### src/rtl/shift_unit_seq.sv
// Multi-cycle SLL/SRL/SRA/ROR shifter, at most STEP positions per RUN cycle; latency 1 (amt==0) or 1+ceil(amt/STEP).
// Backpressure: ready_o low while busy; starts seen in RUN are dropped, not queued; done_o pulses once per result.
module shift_unit_seq #(
  parameter int WIDTH = 32,
  parameter int STEP  = 4
) (
  input  logic                     clk_i,
  input  logic                     rst_i,
  input  logic                     start_i,
  input  logic [WIDTH-1:0]         src1_i,
  input  logic [WIDTH-1:0]         src2_i,
  input  logic [2:0]               ctrl_i,
  input  logic [$clog2(WIDTH)-1:0] shamt_i,
  output logic                     ready_o,
  output logic                     busy_o,
  output logic                     done_o,
  output logic [WIDTH-1:0]         result_o
);

  localparam int SA_W = $clog2(WIDTH);
  localparam logic [SA_W:0] STEP_W  = (SA_W+1)'(STEP);
  localparam logic [SA_W:0] WIDTH_W = (SA_W+1)'(WIDTH);

  localparam logic [1:0] OP_SLL = 2'b00;
  localparam logic [1:0] OP_SRL = 2'b01;
  localparam logic [1:0] OP_SRA = 2'b10;

  typedef enum logic [1:0] {
    IDLE = 2'b00,
    RUN  = 2'b01,
    DONE = 2'b10
  } state_t;

  state_t            state;
  state_t            state_nxt;
  logic [WIDTH-1:0]  work;
  logic [WIDTH-1:0]  shifted;
  logic [1:0]        op;
  logic [SA_W-1:0]   rem;
  logic [SA_W-1:0]   load_amt;
  logic [SA_W:0]     rem_ext;
  logic [SA_W:0]     s;
  logic              accept;
  logic              last;

  // Upper src1 bits never contribute: the amount is taken modulo WIDTH.
  logic unused_src1;
  assign unused_src1 = &{1'b0, src1_i[WIDTH-1:SA_W]};

  assign load_amt = ctrl_i[2] ? src1_i[SA_W-1:0] : shamt_i;
  assign accept   = start_i & (state != RUN);
  assign rem_ext  = {1'b0, rem};
  assign s        = (rem_ext < STEP_W) ? rem_ext : STEP_W;
  assign last     = (rem_ext <= STEP_W);

  // One partial shift per cycle; SRA keeps the sign because bit WIDTH-1 never changes.
  always_comb begin
    shifted = work;
    case (op)
      OP_SLL:  shifted = work << s;
      OP_SRL:  shifted = work >> s;
      OP_SRA:  shifted = $unsigned($signed(work) >>> s);
      default: shifted = (work >> s) | (work << (WIDTH_W - s));
    endcase
  end

  always_comb begin
    state_nxt = state;
    ready_o   = (state != RUN);
    busy_o    = (state == RUN);
    done_o    = (state == DONE);
    case (state)
      IDLE, DONE: begin
        if (accept) begin
          state_nxt = (load_amt == '0) ? DONE : RUN;
        end else begin
          state_nxt = IDLE;
        end
      end
      RUN: begin
        if (last) begin
          state_nxt = DONE;
        end
      end
      default: state_nxt = IDLE;
    endcase
  end

  always_ff @(posedge clk_i) begin
    if (!rst_i) begin
      state <= IDLE;
    end else begin
      state <= state_nxt;
    end
  end

  always_ff @(posedge clk_i) begin
    if (!rst_i) begin
      work     <= '0;
      op       <= OP_SLL;
      rem      <= '0;
      result_o <= '0;
    end else if (accept) begin
      work <= src2_i;
      op   <= ctrl_i[1:0];
      rem  <= load_amt;
      if (load_amt == '0) begin
        result_o <= src2_i;
      end
    end else if (state == RUN) begin
      work <= shifted;
      rem  <= rem - s[SA_W-1:0];
      if (last) begin
        result_o <= shifted;
      end
    end
  end

endmodule

### config.mk
export PLATFORM = sky130hd
export DESIGN_NAME = shift_unit_seq
export DESIGN_NICKNAME = d
export VERILOG_FILES = /design/src/rtl/shift_unit_seq.sv
export SDC_FILE = /design/constraint.sdc
export NUM_CORES = 1
export LEC_CHECK = 0
export ABC_AREA = 1
export BUFFER_PORTS_ARGS = -buffer_cell sky130_fd_sc_hd__buf_2
export CAP_MARGIN = 20
export CORE_MARGIN = 8
export CORE_UTILIZATION = 36
export CTS_CLUSTER_SIZE = 8
export DETAILED_ROUTE_END_ITERATION = 12
export GPL_TIMING_DRIVEN = 0
export SLEW_MARGIN = 30
export SYNTH_ARGS = -nofsm -noshare
export SYNTH_HDL_FRONTEND = slang
export SYNTH_SLANG_ARGS = --single-unit
### constraint.sdc
create_clock -name clk_i -period 2.6 [get_ports clk_i]
set_clock_uncertainty 0.15 [all_clocks]
set_input_delay 0 -clock clk_i [delete_from_list [all_inputs] [get_ports clk_i]]
set_output_delay 0 -clock clk_i [all_outputs]
set_load 0.01 [all_outputs]
# Word-level counts from Yosys, hierarchy flattened
# Index checks and enable logic that the tools add are counted.
# totals
ff_bits	73
in_bits	75
out_inout_bits	35
word_cells	44
# classes
n_addsub	2
magnitude_cmp	2
n_eq_ne	7
n_shift	4
muxes	15
n_bitwise	2
reduce_logical	7
# ops
cell	n
32-bit two-way mux	6
32-bit one-hot mux with 3 select lines	1
32-bit bitwise OR	1
32-bit by 5-bit left shift with 32-bit output	1
32-bit by 6-bit left shift with 32-bit output	1
32-bit by 5-bit >> shifter with 32-bit output	1
32-bit by 5-bit >>> shifter with 32-bit output	1
5-bit two-way mux	4
2-bit two-way mux	3
2-bit by 1-bit != test with 1-bit output, second input constant	3
6-bit by 5-bit subtractor with 6-bit output, first input constant	1
5-bit by 3-bit <= comparator with 1-bit output, second input constant	1
5-bit logical NOT	1
5-bit by 3-bit < comparator with 1-bit output, second input constant	1
5-bit subtractor	1
2-bit by 1-bit equality test with 1-bit output, second input constant	2
2-bit equality test, second input constant	2
2-bit logical NOT	2
2-bit one-hot mux with 2 select lines	1
2-bit nonzero test	2
3-bit AND reduction	1
2-bit OR reduction	1
1-bit bitwise AND	1

# Depth between registers and ports, before layout
# Gate-level depths: netlist (run 1).
# depth
ltp_word	9
depth_mapped	20
mapped_depth_nobuf	18

# Least setup slack after synthesis (run 1)
# Ideal clock, no wire load.
# synth_timing
kind	register to register
from	register rem[4]
to	register work[15]
setup_time_ns	0.070
arrival_ns	2.616
required_time_ns	2.380
path_slack_ns	-0.236
path_stages_with_launch	17
n_path_buf	4
synth_period_minus_slack_ns	2.836
path_cell_list	dfxtp_1 nor2_4 nand2_2 buf_4 nor2_8 inv_2 buf_2 ha_1 clkbuf_1 inv_1 clkbuf_1 nand3_1 nand3b_1 nand2_1 nor3_1 o21bai_1 a21oi_1
# synth_via
elab_chain_cells	8
elab_cells_between_ends	11
classes_between	add/sub: 1; order compare: 1; shift: 4; mux: 4; bitwise: 1
# synth_rtl
element	line_no	source
start, declared	39	logic [SA_W-1:0] rem;
start signal, assigned	106	rem <= load_amt;
start signal, assigned	112	rem <= rem - s[SA_W-1:0];
5-bit by 3-bit < comparator with 1-bit output	53	assign s = (rem_ext < STEP_W) ? rem_ext : STEP_W;
5-bit two-way mux (*)	53	
6-bit by 5-bit subtractor with 6-bit output	63	default: shifted = (work >> s) | (work << (WIDTH_W - s));
32-bit by 6-bit left shift with 32-bit output	63	
32-bit bitwise OR	63	
32-bit one-hot mux with 3 select lines (*)	59	case (op)
32-bit two-way mux (*)	110	end else if (state == RUN) begin
32-bit two-way mux (*)	103	end else if (accept) begin
end signal, assigned	104	work <= src2_i;
end signal, assigned	111	work <= shifted;
end, declared	36	logic [WIDTH-1:0] work;
# Mark *: on every way between the ends. The rest lies on a longest branch, timed or not. The select of a mux whose other input is x is not followed.
# A chain may end at the register's enable or synchronous reset.

# Worst setup path in the final report (run 1)
# layout_timing
from	register rem[3]
to	register result_o[11]
# layout_via
elab_chain_cells	9
elab_cells_between_ends	15
classes_between	add/sub: 1; order compare: 2; shift: 4; mux: 5; bitwise: 1; reduce/logical: 2
# layout_rtl
element	line_no	source
5-bit by 3-bit < comparator with 1-bit output	53	
5-bit two-way mux	53	
6-bit by 5-bit subtractor with 6-bit output	63	
32-bit by 6-bit left shift with 32-bit output	63	
32-bit bitwise OR	63	
32-bit one-hot mux with 3 select lines	59	
32-bit two-way mux	113	if (last) begin
32-bit two-way mux	110	
32-bit two-way mux	103	
end signal, assigned	108	result_o <= src2_i;
end signal, assigned	114	result_o <= shifted;
end, declared	17	output logic [WIDTH-1:0] result_o
# Parallel ways exist; a longest one is shown, timed or not. The select of a mux whose other input is x is not followed.

==> out/metrics.cfg, run 1 <==
[synth]
netlist_area_sq_um = 5810
synth.area.top_cells = dfxtp_1 25%, nand2_1 17%, o21ai_0 8.1%
yosys_warnings = 0
ys_seq_area_frac = 0.251
syn_avg_cell_area_sq_um = 5.95
synth_top_area_frac = 0.251
syn_nets = 1053
ys_types = 42
synth_top_area_cell = dfxtp_1
ys_ff_latch = 73
synth_cells = 976

[setup_path]
max_stage_delay_ns = 0.41
crit_fanout = 8
cpMaxStageDelayCell = ha_4
cp-end-kind = flop
cp.required_ns = 2.74
reg2reg_to = result_o[11]
cp_cell_sequence = nor2_4, buf_6, nand3_4, clkbuf_16, ha_4, buf_8, nand3_4, a21oi_4, nand4_1, nand4_1, nand2_2, a21oi_2
path_class = flop to flop
start_kind = flop
r2r-start = rem[3]
reg2reg_depth = 12
worst-path-buf-inv = 3
rrSetupSlack_ns = -0.05
critical-path-top-delay-family = simple AND/OR/NAND/NOR gates
crit_arrival_ns = 2.79

[pwr]
ir_drop_v = 0.000441
total_power_mw = 6.05
p_per_area_nw_per_um2 = 744
leakage_nw = 3.68

[global_routing]
grtUsageTotal = 0.294
grt_pass1_wl_mm = 45.1
overflow = 0
grt_pass1_vias = 7533
grt_max_degree = 14
antenna_found_initial = 0

[detailed_routing]
vias = 8042
drt_first_pass_iters = 6
wl_mm = 30.3
drc_errors = 0
ant_nets = 0
drtIter0Drc = 978
viasPerCell = 5.90
avgRoutedWirePerCell_microns = 22.3

[cts]
cts_made_buffers = 9
clockRootBuffer = clkbuf_16
clock_latency_ns = 0.36
numClockSinks = 73
cts_tree = yes
htree_levels = 3
cts.clk_slew.worst_paths_ns = 0.06
cts_buffer_depth = 2

[hold_path]
worstHoldStart = ctrl_i[2]
hold_class = input pin to flop
holdPathStages = 3
whs_endpoint = rem[0]

[die]
initial_core_util = 0.367
boundaryPins = 110
die_w_microns = 143
core_sq_um = 15800
dieArea_sq_um = 20500
die_y_microns = 143
rows = 46

[flow_run]
cap_violations = 0

[layout]
num-nets-final = 1219
fin_cells = 1363
drive_above_1_share = 0.264
fill_cells = 1650
synthToLayoutAreaGrowth_pct = 39.8
antennaDiodeCount = 0

[sta]
fin_crit_ns = 2.65
finalSetupViolCount = 3
setup_ws_ns = -0.0518
fin_crit_sh = 1.02
timing_hold_violations_final = 0
worst_slew_pin_slew_ns = 0.760
rsz0062_at_grt = true
fmax_mhz = 377
slew_violations = 0
relSlewSlack = 0.493

[status]
status = complete, but fails checks
violations = negative setup slack

[placement]
io_buffers = 81
place_congestion = 1.01
place.detailed.hpwl_mm = 22.3
dp_cells = 1273

-- Yosys cell counts (all sizes together) --
cell,number
a211oi,3
a21o,1
a21oi,97
a22oi,1
a31oi,3
buf,28
clkbuf,35
clkinv,1
conb,1
dfxtp,73
ha,2
inv,85
mux2i,1
nand2,270
nand3,72
nand3b,1
nand4,28
nor2,61
nor3,5
o2111ai,6
o211ai,15
o21a,1
o21ai,147
o21bai,4
o221ai,8
o22ai,10
o32ai,1
or2,16
-- cells by family (layout without fill, tap and decap cells) --
logic type	Yosys count	after routing	synth area share
buf+inv	149	320	0.107
compound gates	297	297	0.295
fa+ha+maj	2	2	0.00431
flops	73	73	0.251
mux	1	1	0.00172
simple gates	453	453	0.340
other cells	1	1	0.000645
-- cell type report --
class | count | area (sq um) | area share
timing repair buffer | 158 | 1180 | 0.145
buffer | 60 | 410 | 0.0505
clock buffer | 10 | 239 | 0.0294
clock inverter | 6 | 90.1 | 0.0111
tap | 216 | 270 | 0.0333
multi-input combinational | 754 | 4120 | 0.507
inverter | 86 | 349 | 0.0429
sequential | 73 | 1470 | 0.180
-- layout by cell type, fill, tap and decap left out, drive strengths merged, types with 28 or more instances in the layout --
cell type and n:
nand2 270, o21ai 147, buf 141, a21oi 97, inv 85, dfxtp 73
nand3 72, nor2 61, clkbuf 45, dlygate4sd3 42, nand4 28
-- worst max path at each step --
| stage | startpoint | endpoint | slack (ns) | depth (start not counted) |
|---|---|---|---|---|
| floorplan | rem[3] | work[30] | 0.0007 | 17 |
| global placement | rem[3] | work[11] | -1.05 | 15 |
| detailed placement | rem[3] | work[11] | -1.0 | 15 |
| CTS | rem[4] | work[31] | -0.05 | 18 |
| global route | rem[3] | result_o[11] | -0.08 | 13 |
| finish | rem[3] | result_o[11] | -0.05 | 12 |
-- per-layer routing --
layer	up-vias	track usage	routed length (microns)
met1	3739	0.392	12600
met4	0	0.121	994
met5	-	0	0
li1	3664	-	-
met2	555	0.444	13400
met3	84	0.0671	3380
-- per-stage QoR --
step | hold slack (ns) | setup TNS [ns] | util | worst slack (ns) | instance area [sq um]
final | 0.0271 | -0.0923 | 0.514 | -0.0518 | 8130
after CTS | 0.00308 | -0.190 | 0.491 | -0.0515 | 7780
after detailed placement | 0.138 | -35.40 | 0.411 | -0.998 | 6510
after global routing | 0.0432 | -0.495 | 0.514 | -0.0833 | 8130
after floorplan | 0.0188 | 0 | - | 0.000684 | 5830
after global placement | 0.127 | -38.67 | 0.411 | -1.05 | 6510
-- what timing repair did --
action | 4_1_cts | 5_1_grt
cloned | 2 | 0
setup buffers | 21 | 13
endpoints found under the setup margin | 60 | 65
endpoints found under the hold margin | 71 | 0
resized for setup | 80 | 102
pin swaps | 31 | 32
hold buffers | 42 | 0
-- worst register-to-register path, cell delays in order (launching register included) --
cell	delay, ns
dfxtp_4	0.35
nor2_4	0.16
buf_6	0.15
nand3_4	0.07
clkbuf_16	0.17
ha_4	0.42
buf_8	0.17
nand3_4	0.09
a21oi_4	0.18
nand4_1	0.20
nand4_1	0.24
nand2_2	0.12
a21oi_2	0.13
-- registers in the layout (all words and copies together), names as in the netlist --
name      count
work         32
state         2
op            2
rem           5
result_o     32
-- report_power, final --
group	internal (mW)	switching, mW	leakage [nW]
logic	1.10	2.13	2.91
clock network	0.871	0.561	0.159
registers	1.27	0.116	0.607
Power figures use the tool's default switching activity.
==> inputs of run 2 (changes only) <==
- ABC_AREA: 1 -> unset
==> out/metrics.cfg, run 2 <==
[status]
status = complete, but fails checks
violations = negative setup slack

[synth]
synth_edf_count = 0
syn_nets = 961
ys_ff_latch = 73
ys_seq_area_frac = 0.221
synth_cells = 884
synth.area.top_cells = dfxtp_1 22%, mux2i_1 10%, nand2_1 6.3%
ys.flop_type = dfxtp_1
synth_top_area_frac = 0.221
async_reset_ff_frac = 0
synth_top_area_cell = dfxtp_1
netlist_area_sq_um = 6620
yosys_warnings = 0
syn_avg_cell_area_sq_um = 7.49
synth_common_cells = 112 x nand2_1, 73 x dfxtp_1, 73 x o21ai_0, 67 x clkbuf_1, 67 x mux2i_1
ys_types = 82
yosysMostFrequentCell = nand2_1

[pwr]
ir_drop_v = 0.000543
p_per_area_nw_per_um2 = 599
leakage_nw = 3.77

[detailed_routing]
ant_nets = 0
drt_first_pass_iters = 6
wl_mm = 39.7
drtIter0Drc = 1253
vias = 8876
viasPerCell = 6.84
avgRoutedWirePerCell_microns = 30.6
drc_errors = 0

[sta]
slew_violations = 0
setup_ws_ns = -0.465
totalNegativeSetupSlack_ns = -15.95
fin_crit_sh = 1.18
fin_crit_ns = 3.06
rsz0062_at_grt = true
fmax_mhz = 326
finalSetupViolCount = 51
relSlewSlack = 0.420
timing_hold_violations_final = 0
worst_slew_pin_slew_ns = 0.870

[cts]
cts_buffer_depth = 2
clock_latency_ns = 0.35
htree_levels = 3
numClockSinks = 73
clockRootBuffer = clkbuf_16
cts_made_buffers = 9
cts_tree = yes
cts.clk_slew.worst_paths_ns = 0.06

[placement]
place.detailed.hpwl_mm = 27.9
place_congestion = 1.01
pre_cts_slack_ns = -1.21
io_buffers = 80

[layout]
num-nets-final = 1139
multi_input_area_sq_um = 5460
synthToLayoutAreaGrowth_pct = 45.6
drive_above_1_share = 0.334
seq_area_sq_um = 1470
final_cell_mix = 103 x nand2_1, 90 x buf_2, 69 x dfxtp_1
fill_cells = 1745
layout_commonest_cell = nand2_1
top_regs = result_o (32), work (32), rem (5)

[die]
rows = 49
initial_core_util = 0.367
dieArea_sq_um = 23000
die_w_microns = 152
boundaryPins = 110
core_sq_um = 18000
die_y_microns = 152

[global_routing]
overflow = 0
grt_max_degree = 14
grtUsageTotal = 0.335
grt_pass1_vias = 8424
grt_pass1_wl_mm = 56.4
antenna_found_initial = 1

[setup_path]
crit_top_cell = buf_12
max_stage_delay_ns = 0.37
crit_arrival_ns = 3.21
start_kind = flop
cp_cell_sequence = nor4b_4, buf_6, inv_8, buf_12, buf_12, ha_4, buf_12, buf_6, nand2_2, a211o_1, o211ai_1, o2111ai_2, o311ai_4, a32o_1
worst-path-buf-inv = 6
critical-path-top-delay-family = compound AO/OA/AOI/OAI gates
path_class = flop to flop
cp.required_ns = 2.74
crit_path_start = rem[2]
cpMaxStageDelayCell = dfxtp_4
cp-end-kind = flop
crit_fanout = 10
r2r-start = rem[2]

[flow_run]
cap_violations = 0

[hold_path]
worstHoldStart = shamt_i[3]
hold_class = input pin to flop

[run 2: cell types whose count changed after synthesis, sizes merged, moves of 13 or more]
cell,change
a21boi,+22
a32o,+26
or2,-13
a21oi,-40
clkbuf,+33
mux2i,+69
nand4,-19
buf,+13
nand2,-158
nand3,-27
inv,-79
o21ai,-71
[run 2: layout make-up]
cell class / count / area share
tap: 229 / 0.0297
antenna: 1 / 0.000260
buffer: 103 / 0.0720
multi-input combinational: 695 / 0.567
clock inverter: 6 / 0.00934
clock buffer: 10 / 0.0248
inverter: 7 / 0.00480
timing repair buffer: 173 / 0.140
sequential: 73 / 0.153
[run 2: cell families (layout without fill, tap and decap cells)]
logic type | count (synthesis) | in the layout | share of synthesized area
buffers and inverters | 116 | 299 | 0.0769
AOI/OAI and AO/OA | 314 | 314 | 0.334
xor gates and xnor gates | 1 | 1 | 0.00246
muxes | 87 | 87 | 0.151
DFF | 73 | 73 | 0.221
other | 1 | 2 | 0.000566
and+or+nand+nor | 290 | 290 | 0.210
adders and majority gates | 2 | 2 | 0.00378
[run 2: final timing paths]
check            endpoint  slack, ns  cells after the start
max              work[28]      -0.46                     14
max reg2reg      work[28]      -0.46                     14
min reg2reg  result_o[14]       0.31                      2
min                rem[3]       0.05                      4
[run 2: timing repair]
item                                   in CTS  in global routing
buffers inserted                           41                 17
hold buffers                               36                  0
setup endpoints to repair                  70                 67
endpoints found under the hold margin      62                  0
resized for setup                         163                 92
cloned                                      0                  2
pin swaps                                  50                 53
[run 2: per-stage QoR]
step           hold WS, ns  utilization  cell area [sq um]  std cells  power, mW
6_report            0.0543        0.535               9640       1297       5.77
5_1_grt             0.0858        0.535               9640       1296       5.91
4_1_cts             0.0103        0.508               9160       1282       5.39
3_5_place_dp         0.117        0.417               7520       1193       3.54
3_3_place_gp         0.113        0.417               7510       1193       3.57
2_1_floorplan     -0.00507            -               6820        884       2.69
[run 2: where the power goes]
part / internal [mW] / switching [mW]
combinational: 1.19 / 1.84
sequential: 1.23 / 0.131
clock: 0.869 / 0.511
[run 2: worst min-delay path, cell delays in order]
cell and delay [ns]:
buf_2 0.09, mux2i_1 0.07, o21ai_0 0.15, o21a_1 0.19
[run 2: metal layers]
layer	up-vias	part of all wire	global-route usage	routed length [microns]
met2	749	0.41	0.482	16300
met4	2	0.068	0.210	2690
met1	4229	0.39	0.428	15600
met3	191	0.13	0.105	5050
li1	3705	-	-	-
met5	-	0.00033	0	13
==> inputs of run 3 (changes only) <==
- clock period: 2.6 -> 3.8 ns (I/O delays scaled with it)
==> out/metrics.cfg, run 3 (synthesized netlist as in run 2, its figures left out) <==
[setup_path]
crit_fanout = 10
start_kind = flop
cp_cell_sequence = buf_2, or4b_1, clkbuf_4, buf_4, ha_4, buf_4, nand2b_1, mux2i_2, a21oi_1, nor2_1, o21ai_1, o41ai_2
cp-end-kind = flop
cp.required_ns = 3.88
max_stage_delay_ns = 0.57
cpMaxStageDelayCell = or4b_1
crit_top_cell = buf_4
crit_arrival_ns = 3.81
path_class = flop to flop

[die]
die_w_microns = 152
die_y_microns = 152
rows = 49
initial_core_util = 0.367
boundaryPins = 110
dieArea_sq_um = 23000
core_sq_um = 18000

[placement]
place_congestion = 1.04
dp_cells = 1193
pre_cts_slack_ns = -0.710
io_buffers = 80
placed_area_sq_um = 7310
place.detailed.hpwl_mm = 26.5

[cts]
cts.clk_slew.worst_paths_ns = 0.06
clock_latency_ns = 0.34
cts_buffer_depth = 2
cts_tree = yes
htree_levels = 3
numClockSinks = 73
clockRootBuffer = clkbuf_16
cts_made_buffers = 9

[sta]
fin_crit_sh = 0.981
worst_slew_pin_slew_ns = 0.935
rsz0062_at_grt = false
totalNegativeSetupSlack_ns = 0
slew_violations = 0
finalSetupViolCount = 0
fmax_mhz = 268
fin_crit_ns = 3.73
timing_hold_violations_final = 0
setup_ws_ns = 0.0716
relSlewSlack = 0.373

[layout]
num-nets-final = 1085
fill_cells = 1905
drive_above_1_share = 0.175
fin_cells = 1243
layout_commonest_cell = nand2_1
final_cell_mix = 112 x nand2_1, 99 x buf_2, 73 x dfxtp_1
synthToLayoutAreaGrowth_pct = 22.1
final_area_sq_um = 8080
top_regs = result_o (32), work (32), rem (5)

[global_routing]
grtUsageTotal = 0.308
grt_max_degree = 20
grt_pass1_wl_mm = 52.9
grt_pass1_vias = 8076
overflow = 0
antenna_found_initial = 0

[pwr]
total_power_mw = 3.35
p_per_area_nw_per_um2 = 415
leakage_nw = 3.15
ir_drop_v = 0.000229

[hold_path]
hold_class = input pin to flop

[detailed_routing]
drtIter0Drc = 1473
drt_first_pass_iters = 6
ant_nets = 0
viasPerCell = 6.81
vias = 8461
drc_errors = 0
wl_mm = 35.7
avgRoutedWirePerCell_microns = 28.7

[status]
status = complete, no violations

[flow_run]
cap_violations = 0

## run 3: cell types whose count changed in the layout (fill, tap and decap cells not counted), sizes merged
| cell | delta |
|---|---|
| bufinv | -1 |
| clkbuf | +3 |
| dlygate4sd3 | +1 |
| clkinv | +1 |
| buf | -58 |
## run 3: where the power goes
group	leakage (nW)	internal, mW	switching, mW
registers	0.599	0.840	0.0791
logic	2.40	0.504	1.03
clock network	0.150	0.534	0.369
total	3.15	1.88	1.48
## run 3: final cells by class
cell class | count | area [sq um] | share of cell area
diodes | 1 | 2.50 | 0.000310
plain buffers | 105 | 473 | 0.0585
well taps | 229 | 287 | 0.0354
multi-input cells | 695 | 4750 | 0.587
inverters | 7 | 32.5 | 0.00402
flip-flops and latches | 73 | 1460 | 0.181
clock buffers | 10 | 239 | 0.0296
repair buffers | 117 | 771 | 0.0953
clock inverters | 6 | 72.6 | 0.00898
## run 3: per-layer routing
layer	global-route usage	up-vias	part of all wire
met5	0	-	0
met4	0.157	0	0.051
met3	0.0784	152	0.13
met2	0.457	713	0.42
met1	0.405	4020	0.39
li1	-	3576	-
## run 3: critical path: cells and delay by family (launching register included)
family          cells  cell delay (ns)
buf+inv             4             0.86
fa+ha+maj           1             0.29
compound gates      3             0.58
mux                 1             0.40
simple gates        3             1.03
flops               1             0.32
## run 3: per-stage QoR
stage,hold slack (ns),utilization
6_report,0.0118,0.448
3_5_place_dp,0.113,0.406
2_1_floorplan,-0.00507,-
3_3_place_gp,0.110,0.406
5_1_grt,0.0388,0.448
4_1_cts,0.00655,0.446
## run 3: worst paths after layout
check | slack (ns) | from | to | depth (start not counted)
worst max-delay path | 0.07 | rem[4] | result_o[30] | 12
worst min-delay path | 0.01 | src1_i[3] | rem[3] | 4
worst max register to register | 0.07 | rem[4] | result_o[30] | 12
worst min register to register | 0.32 | result_o[8] | result_o[8] | 2
## run 3: repair_timing
action | 4_1_cts | 5_1_grt
endpoints found under the hold margin | 61 | 0
setup endpoints to repair | 39 | 17
gates cloned | 0 | 0
setup buffers | 0 | 0
gates resized for setup | 14 | 10
hold buffers | 37 | 0
pin swaps | 0 | 1
